## config.mk

```make
export PLATFORM = sky130hd
export DESIGN_NAME = dab_mod_sequencer
export DESIGN_NICKNAME = d
export VERILOG_FILES = /design/src/rtl/dab_mod_sequencer.sv
export SDC_FILE = /design/constraint.sdc
export NUM_CORES = 1
export LEC_CHECK = 0
export CAP_MARGIN = 25
export CORE_ASPECT_RATIO = 2
export CORE_UTILIZATION = 52
export DETAILED_ROUTE_END_ITERATION = 6
export DONT_BUFFER_PORTS = 1
export PLACE_DENSITY = 0.67
export SETUP_SLACK_MARGIN = 0.3
export SYNTH_ARGS = -nofsm -noshare
export SYNTH_HDL_FRONTEND = slang
export SYNTH_SLANG_ARGS = --single-unit
```

## constraint.sdc

```tcl
create_clock -name clk -period 11.4 [get_ports clk]
set_input_delay 1.14 -clock clk [delete_from_list [all_inputs] [get_ports clk]]
set_output_delay 1.14 -clock clk [all_outputs]
set_load 0.05 [all_outputs]
```

## src/rtl/dab_mod_sequencer.sv

```systemverilog
// rtl/dab_mod_sequencer.sv - run-time command sequencer for the DAB modulation datapath
//
// Sits between the command side and the modulator. Commands arrive on a
// valid/ready handshake, are clamped into shadow registers, and are released
// to the modulator only on switching-period boundaries (period_tick). t1/t2
// ramp up from zero after enable (soft start); phi is optionally slew-limited.
// A fault forces the converter off until acknowledged with enable low.
//
// Build option:
//   DAB_PHI_SLEW_EN  when defined, phi moves at most PHI_STEP per RUN period;
//                    when undefined, phi loads its target on the period tick.
//
// Ports:
//   clk, rst           clock, synchronous active-high reset
//   enable             run request
//   fault, fault_clr   external fault and its acknowledge
//   period_tick        one-cycle pulse at the start of each switching period
//   cmd_valid/ready    command handshake
//   cmd_t1, cmd_t2     requested t1/t2 (9-bit signed)
//   cmd_phi            requested phase shift (9-bit signed)
//   cmd_fs             requested switching frequency in Hz (19-bit signed)
//   cmd_deadtime       requested deadtime
//   t1, t2, phi        applied modulation values (registered)
//   fs_DAB, deadtime   applied frequency / deadtime (registered)
//   sync               modulator run/fire enable
//   state              IDLE=00, SOFT=01, RUN=10, FAULT=11
//   fault_latched      high while in FAULT

module dab_mod_sequencer #(
    parameter int SOFT_STEP = 16,
    parameter int PHI_STEP  = 4,
    parameter int DT_MIN    = 8
) (
    input  logic               clk,
    input  logic               rst,
    input  logic               enable,
    input  logic               fault,
    input  logic               fault_clr,
    input  logic               period_tick,
    input  logic               cmd_valid,
    output logic               cmd_ready,
    input  logic signed [8:0]  cmd_t1,
    input  logic signed [8:0]  cmd_t2,
    input  logic signed [8:0]  cmd_phi,
    input  logic signed [18:0] cmd_fs,
    input  logic [7:0]         cmd_deadtime,
    output logic signed [8:0]  t1,
    output logic signed [8:0]  t2,
    output logic signed [8:0]  phi,
    output logic signed [18:0] fs_DAB,
    output logic [7:0]         deadtime,
    output logic               sync,
    output logic [1:0]         state,
    output logic               fault_latched
);

    localparam logic [1:0] S_IDLE  = 2'b00;
    localparam logic [1:0] S_SOFT  = 2'b01;
    localparam logic [1:0] S_RUN   = 2'b10;
    localparam logic [1:0] S_FAULT = 2'b11;

`ifdef DAB_PHI_SLEW_EN
    localparam bit PHI_SLEW = 1'b1;
`else
    localparam bit PHI_SLEW = 1'b0;
`endif

    // Without slew limiting the phi limit exceeds any possible |delta| (max 510),
    // so the shared step logic degenerates into a direct load.
    localparam int PHI_LIM_I = PHI_SLEW ? PHI_STEP : 511;

    localparam logic signed [9:0]  SOFT_LIM  = 10'(SOFT_STEP);
    localparam logic signed [9:0]  PHI_LIM   = 10'(PHI_LIM_I);
    localparam logic [7:0]         DT_FLOOR  = 8'(DT_MIN);
    localparam logic signed [18:0] FS_MAX    = 19'sd150000;
    localparam logic signed [8:0]  PHI_FLOOR = -9'sd255;

    // ------------------------------------------------------------------
    // Helpers
    // ------------------------------------------------------------------

    // A non-negative 9-bit signed value can never exceed 255, so only the
    // lower bound needs handling.
    function automatic logic signed [8:0] clamp_t(input logic signed [8:0] v);
        return v[8] ? 9'sd0 : v;
    endfunction

    // Only -256 lies outside [-255,255].
    function automatic logic signed [8:0] clamp_phi(input logic signed [8:0] v);
        return (v < PHI_FLOOR) ? PHI_FLOOR : v;
    endfunction

    function automatic logic signed [18:0] clamp_fs(input logic signed [18:0] v);
        logic signed [18:0] r;
        if (v[18])
            r = 19'sd0;
        else if (v > FS_MAX)
            r = FS_MAX;
        else
            r = v;
        return r;
    endfunction

    function automatic logic [7:0] clamp_dt(input logic [7:0] v);
        return (v < DT_FLOOR) ? DT_FLOOR : v;
    endfunction

    // Move cur toward tgt by at most lim, landing exactly on tgt when close.
    // Done in 10 bits so tgt - cur (up to +/-510) cannot wrap.
    function automatic logic signed [8:0] step_toward(
        input logic signed [8:0] cur,
        input logic signed [8:0] tgt,
        input logic signed [9:0] lim
    );
        logic signed [9:0] cur_w;
        logic signed [9:0] diff;
        logic signed [9:0] nxt;
        cur_w = $signed({cur[8], cur});
        diff  = $signed({tgt[8], tgt}) - cur_w;
        if (diff > lim)
            nxt = cur_w + lim;
        else if (diff < -lim)
            nxt = cur_w - lim;
        else
            nxt = $signed({tgt[8], tgt});
        return nxt[8:0];
    endfunction

    // ------------------------------------------------------------------
    // Internal signals
    // ------------------------------------------------------------------

    logic [1:0]         state_nxt;

    logic signed [8:0]  sh_t1;
    logic signed [8:0]  sh_t2;
    logic signed [8:0]  sh_phi;
    logic signed [18:0] sh_fs;
    logic [7:0]         sh_dt;
    logic               have_cmd;
    logic               pending;

    logic               accept;
    logic signed [8:0]  c_t1;
    logic signed [8:0]  c_t2;
    logic signed [8:0]  c_phi;
    logic signed [18:0] c_fs;
    logic [7:0]         c_dt;

    logic signed [8:0]  eff_t1;
    logic signed [8:0]  eff_t2;
    logic signed [18:0] eff_fs;
    logic [7:0]         eff_dt;

    logic signed [8:0]  soft_t1;
    logic signed [8:0]  soft_t2;
    logic               soft_done;
    logic signed [8:0]  run_phi;

    logic signed [8:0]  t1_nxt;
    logic signed [8:0]  t2_nxt;
    logic signed [8:0]  phi_nxt;
    logic signed [18:0] fs_nxt;
    logic [7:0]         dt_nxt;
    logic               sync_nxt;
    logic               ready_nxt;
    logic               flt_nxt;
    logic               pending_nxt;

    assign accept = cmd_valid & cmd_ready;

    assign c_t1  = clamp_t(cmd_t1);
    assign c_t2  = clamp_t(cmd_t2);
    assign c_phi = clamp_phi(cmd_phi);
    assign c_fs  = clamp_fs(cmd_fs);
    assign c_dt  = clamp_dt(cmd_deadtime);

    // Values that tracking paths (IDLE/SOFT) should present next cycle: a
    // command accepted now takes effect without waiting for the shadow copy.
    assign eff_t1 = accept ? c_t1 : sh_t1;
    assign eff_t2 = accept ? c_t2 : sh_t2;
    assign eff_fs = accept ? c_fs : sh_fs;
    assign eff_dt = accept ? c_dt : sh_dt;

    assign soft_t1   = step_toward(t1, eff_t1, SOFT_LIM);
    assign soft_t2   = step_toward(t2, eff_t2, SOFT_LIM);
    assign soft_done = (soft_t1 == eff_t1) && (soft_t2 == eff_t2);

    // RUN updates use the shadow as it stood before this cycle, so a command
    // accepted on the tick cycle waits for the following tick.
    assign run_phi = step_toward(phi, sh_phi, PHI_LIM);

    // ------------------------------------------------------------------
    // FSM: state register
    // ------------------------------------------------------------------

    always_ff @(posedge clk) begin
        if (rst)
            state <= S_IDLE;
        else
            state <= state_nxt;
    end

    // ------------------------------------------------------------------
    // FSM: next-state logic (fault > !enable > normal)
    // ------------------------------------------------------------------

    always_comb begin
        state_nxt = state;
        if (fault) begin
            state_nxt = S_FAULT;
        end else if (state == S_FAULT) begin
            if (fault_clr && !enable)
                state_nxt = S_IDLE;
        end else if (!enable) begin
            state_nxt = S_IDLE;
        end else begin
            case (state)
                S_IDLE:  if (have_cmd) state_nxt = S_SOFT;
                S_SOFT:  if (period_tick && soft_done) state_nxt = S_RUN;
                default: state_nxt = state;
            endcase
        end
    end

    // ------------------------------------------------------------------
    // FSM: output logic (next values of the registered outputs)
    // ------------------------------------------------------------------

    always_comb begin
        t1_nxt      = t1;
        t2_nxt      = t2;
        phi_nxt     = phi;
        fs_nxt      = fs_DAB;
        dt_nxt      = deadtime;
        sync_nxt    = 1'b0;
        ready_nxt   = 1'b1;
        flt_nxt     = 1'b0;
        pending_nxt = pending;

        case (state_nxt)
            S_IDLE: begin
                t1_nxt      = 9'sd0;
                t2_nxt      = 9'sd0;
                phi_nxt     = 9'sd0;
                fs_nxt      = eff_fs;
                dt_nxt      = eff_dt;
                pending_nxt = 1'b0;
            end

            S_SOFT: begin
                sync_nxt = 1'b1;
                phi_nxt  = 9'sd0;
                fs_nxt   = eff_fs;
                dt_nxt   = eff_dt;
                if (state == S_SOFT && period_tick) begin
                    t1_nxt = soft_t1;
                    t2_nxt = soft_t2;
                end
            end

            S_RUN: begin
                sync_nxt = 1'b1;
                if (state == S_SOFT) begin
                    // Final ramp tick: outputs land on their targets.
                    t1_nxt  = soft_t1;
                    t2_nxt  = soft_t2;
                    phi_nxt = 9'sd0;
                    fs_nxt  = eff_fs;
                    dt_nxt  = eff_dt;
                end else if (period_tick) begin
                    t1_nxt  = sh_t1;
                    t2_nxt  = sh_t2;
                    phi_nxt = run_phi;
                    fs_nxt  = sh_fs;
                    dt_nxt  = sh_dt;
                end

                if (accept)
                    pending_nxt = 1'b1;
                else if (state == S_RUN && period_tick)
                    pending_nxt = 1'b0;
                ready_nxt = !pending_nxt;
            end

            default: begin
                t1_nxt    = 9'sd0;
                t2_nxt    = 9'sd0;
                phi_nxt   = 9'sd0;
                ready_nxt = 1'b0;
                flt_nxt   = 1'b1;
            end
        endcase
    end

    // ------------------------------------------------------------------
    // Output and bookkeeping registers
    // ------------------------------------------------------------------

    always_ff @(posedge clk) begin
        if (rst) begin
            t1            <= 9'sd0;
            t2            <= 9'sd0;
            phi           <= 9'sd0;
            fs_DAB        <= 19'sd0;
            deadtime      <= DT_FLOOR;
            sync          <= 1'b0;
            cmd_ready     <= 1'b1;
            fault_latched <= 1'b0;
            pending       <= 1'b0;
        end else begin
            t1            <= t1_nxt;
            t2            <= t2_nxt;
            phi           <= phi_nxt;
            fs_DAB        <= fs_nxt;
            deadtime      <= dt_nxt;
            sync          <= sync_nxt;
            cmd_ready     <= ready_nxt;
            fault_latched <= flt_nxt;
            pending       <= pending_nxt;
        end
    end

    // Shadow registers capture every accepted command, whatever the state.
    always_ff @(posedge clk) begin
        if (rst) begin
            sh_t1    <= 9'sd0;
            sh_t2    <= 9'sd0;
            sh_phi   <= 9'sd0;
            sh_fs    <= 19'sd0;
            sh_dt    <= DT_FLOOR;
            have_cmd <= 1'b0;
        end else if (accept) begin
            sh_t1    <= c_t1;
            sh_t2    <= c_t2;
            sh_phi   <= c_phi;
            sh_fs    <= c_fs;
            sh_dt    <= c_dt;
            have_cmd <= 1'b1;
        end
    end

endmodule

```

==> flow_summary.json <==
{
  "clock-sinks": 115,
  "place_area_um2": 7240,
  "cp-startpoint": "cmd_valid",
  "die_area_um2": 14300,
  "num_rows": 60,
  "yosys.area.top_type": "dfxtp_1",
  "design_area_um2": 7840,
  "grt_pass1_wl_um": 34000,
  "clock_latency_ns": 0.41,
  "fin_skew_ns": 0.0104,
  "cp_max_fo": 67,
  "fin_setup_tns_ns": 0,
  "io_buffers": 0,
  "power_mw": 1.32,
  "fp.dieH_um": 168,
  "clk_pin_slew_worst_paths_ns": 0.05,
  "path_class": "primary input to flip-flop",
  "start_util_pct": 53.5,
  "stdcell_count": 1069,
  "vdd_drop_max_mv": 0.101,
  "arrival_ns": 7.25,
  "fin_crit_ns": 6.95,
  "drt_iter0_markers": 364,
  "crit_path_end_kind": "flip-flop",
  "dr.pass1.iters": 6,
  "startpoint_type": "primary input",
  "vias": 6720,
  "die_width_um": 85.1,
  "maxCapViolCount": 0,
  "synth_edf_count": 0,
  "cts_resized": 0,
  "cts_buffers": 17,
  "gr-total-overflow": 0,
  "tightestPinTransition_ns": 0.968,
  "syn_inst": 923,
  "fp.coreArea_um2": 13400,
  "mostFrequentLayoutCells": "115 x dfxtp_1, 112 x nor2_1, 103 x nand2_1",
  "synth_fp_nets": 1025,
  "rr_worst_depth": 21,
  "rsz0062_at_grt": "no",
  "netlist-cell-type-count": 70,
  "nets": 1002,
  "reg2reg_slack_ns": 4.55,
  "worst_hold_slack_ns": 0.452,
  "p_leak_nw": 3.05,
  "ys_seq_area_share_pct": 32.0,
  "drive_gt1_share_pct": 6.13,
  "clock_path_buffers": 2,
  "cp_slowest_cell": "nand2_1",
  "ys_top_cells_by_area": "dfxtp_1 32%, ha_1 6.6%, nor2_1 5.8%",
  "route.detailed.drc": 0,
  "cts_setup_buffers": 0,
  "finalHoldViolCount": 0,
  "wl_um": 21200,
  "critPathRequiredTime_ns": 11.71,
  "dpl.cell_count": 1034,
  "timing.fmax_mhz": 144,
  "dp_hpwl_um": 16100,
  "hold_buffers": 0,
  "synth_flop_cell": "dfxtp_1",
  "status": "completed",
  "grt_use_total_pct": 30.3,
  "drv_slew": 0,
  "syn_to_final_growth_pct": 9.12,
  "synthDominantCellAreaShare_pct": 32.0,
  "async_flop_share_pct": 0,
  "wl_per_cell_um": 19.8,
  "io_pins": 120,
  "syn_avg_cell_area_um2": 7.79,
  "ys_warn_count": 0,
  "r2r-start": "cmd_ready",
  "gp_congestion": 0.897,
  "worstPathCellList": "nand2_2, buf_4, nor3b_1, a21oi_1, inv_1, ha_1, inv_1, or3_1, o211ai_2, o2111ai_1, o21ai_1, o211ai_1, a2111o_1, a2111oi_2, o21ai_1, nand2_1, ha_1, nand2b_1, nand2_1, nand2_1, a311oi_1",
  "first_global_vias": 6840,
  "p_per_area_nw_per_um2": 169,
  "synth_area_um2": 7190,
  "maxSlewHeadroom_pct": 35.3,
  "max_stage_delay_ns": 0.73,
  "r2r-end": "deadtime[5]",
  "cts_max_level": 4,
  "critical_path.most_common_cell": "nand2_1",
  "tritoncts": "done",
  "final_common_cell": "dfxtp_1",
  "ys_seq_elements": 115,
  "final_antenna_net_count": 0,
  "hold_path.class": "flip-flop to flip-flop",
  "cts-root-buf": "clkbuf_16",
  "viasPerCell": 6.29,
  "grt_max_degree": 109,
  "antenna_found_initial": 1,
  "critical_path.endpoint": "deadtime[5]",
  "min_period_over_period_pct": 60.9,
  "setup-violations-final": 0
}
-- synth_stat cells, types with 8 or more instances --
cell type	count
o31ai_1	10
xnor2_1	29
inv_1	62
a311oi_1	11
nand2_1	104
nor3b_1	16
nor2b_1	10
and2_1	8
ha_1	38
clkbuf_1	38
nor2_1	112
mux2i_1	14
a21oi_1	63
a21o_1	13
nand2b_1	13
a211oi_1	13
nand3b_1	10
nand3_1	11
dfxtp_1	115
a22oi_1	36
o21ai_0	36
nor3_1	29
a221oi_1	15
-- through the flow --
step / setup WS, ns / utilization (%)
2_1_floorplan: 5.02 / -
3_3_place_gp: 3.93 / 53.9
3_5_place_dp: 3.77 / 53.9
4_1_cts: 4.13 / 58.1
5_1_grt: 3.90 / 58.4
6_report: 4.45 / 58.4
-- report_power, final --
part | internal (mW) | leakage (nW) | total (mW) | switching [mW]
sequential | 0.426 | 0.938 | 0.496 | 0.0700
combinational | 0.126 | 1.84 | 0.322 | 0.196
clock | 0.325 | 0.274 | 0.507 | 0.182
total | 0.877 | 3.05 | 1.32 | 0.448
-- layout make-up --
| type | count | area (um2) |
|---|---|---|
| Clock buffer | 22 | 454 |
| Fill cell | 1264 | 5590 |
| Antenna cell | 1 | 2.50 |
| Clock inverter | 10 | 109 |
| Inverter | 62 | 233 |
| Timing Repair Buffer | 7 | 72.6 |
| Tap cell | 155 | 194 |
| Sequential cell | 115 | 2300 |
| Multi-Input combinational cell | 697 | 4480 |
-- worst min path at each step --
stage                     cells past startpoint  slack [ns]       from   endpoint
after CTS                                     2        0.45  sh_fs[11]  sh_fs[11]
final                                         2        0.45  sh_fs[14]  sh_fs[14]
after global placement                        2        0.44   sh_fs[7]   sh_fs[7]
after global routing                          2        0.47  sh_fs[11]  sh_fs[11]
after detailed placement                      2        0.44  sh_fs[11]  sh_fs[11]
after floorplan                               2        0.44   sh_dt[4]   sh_dt[4]
-- kinds of logic after synthesis --
logic type	share of synthesized area (%)
simple gates	23.2
flops	32.0
xor+xnor	4.14
compound gates	25.0
buf+inv	5.88
fa+ha+maj	7.45
mux	2.26
-- registers in the layout (all words and copies together) (netlist names), 2 cells and up --
name and flops:
state 2, sh_fs 19, sh_t2 9, sh_t1 9
phi 9, sh_dt 8, sh_phi 9, t2 9
t1 9, fs_DAB 19, deadtime 8
-- metal layers --
metal | vias to the layer above | track usage [%] | routed length (um)
met1 | 3189 | 28.3 | 7120
met3 | 76 | 8.28 | 1340
li1 | 3254 | - | -
met5 | - | 0 | 0
met4 | 0 | 20.3 | 1290
met2 | 201 | 56.1 | 11400
-- worst max-delay path: cells and delay by family --
family          cells  cell delay [ns]
compound gates      9             2.80
fa+ha+maj           2             0.71
buf+inv             3             0.76
simple gates        7             1.79
Power figures use the tool's default switching activity.
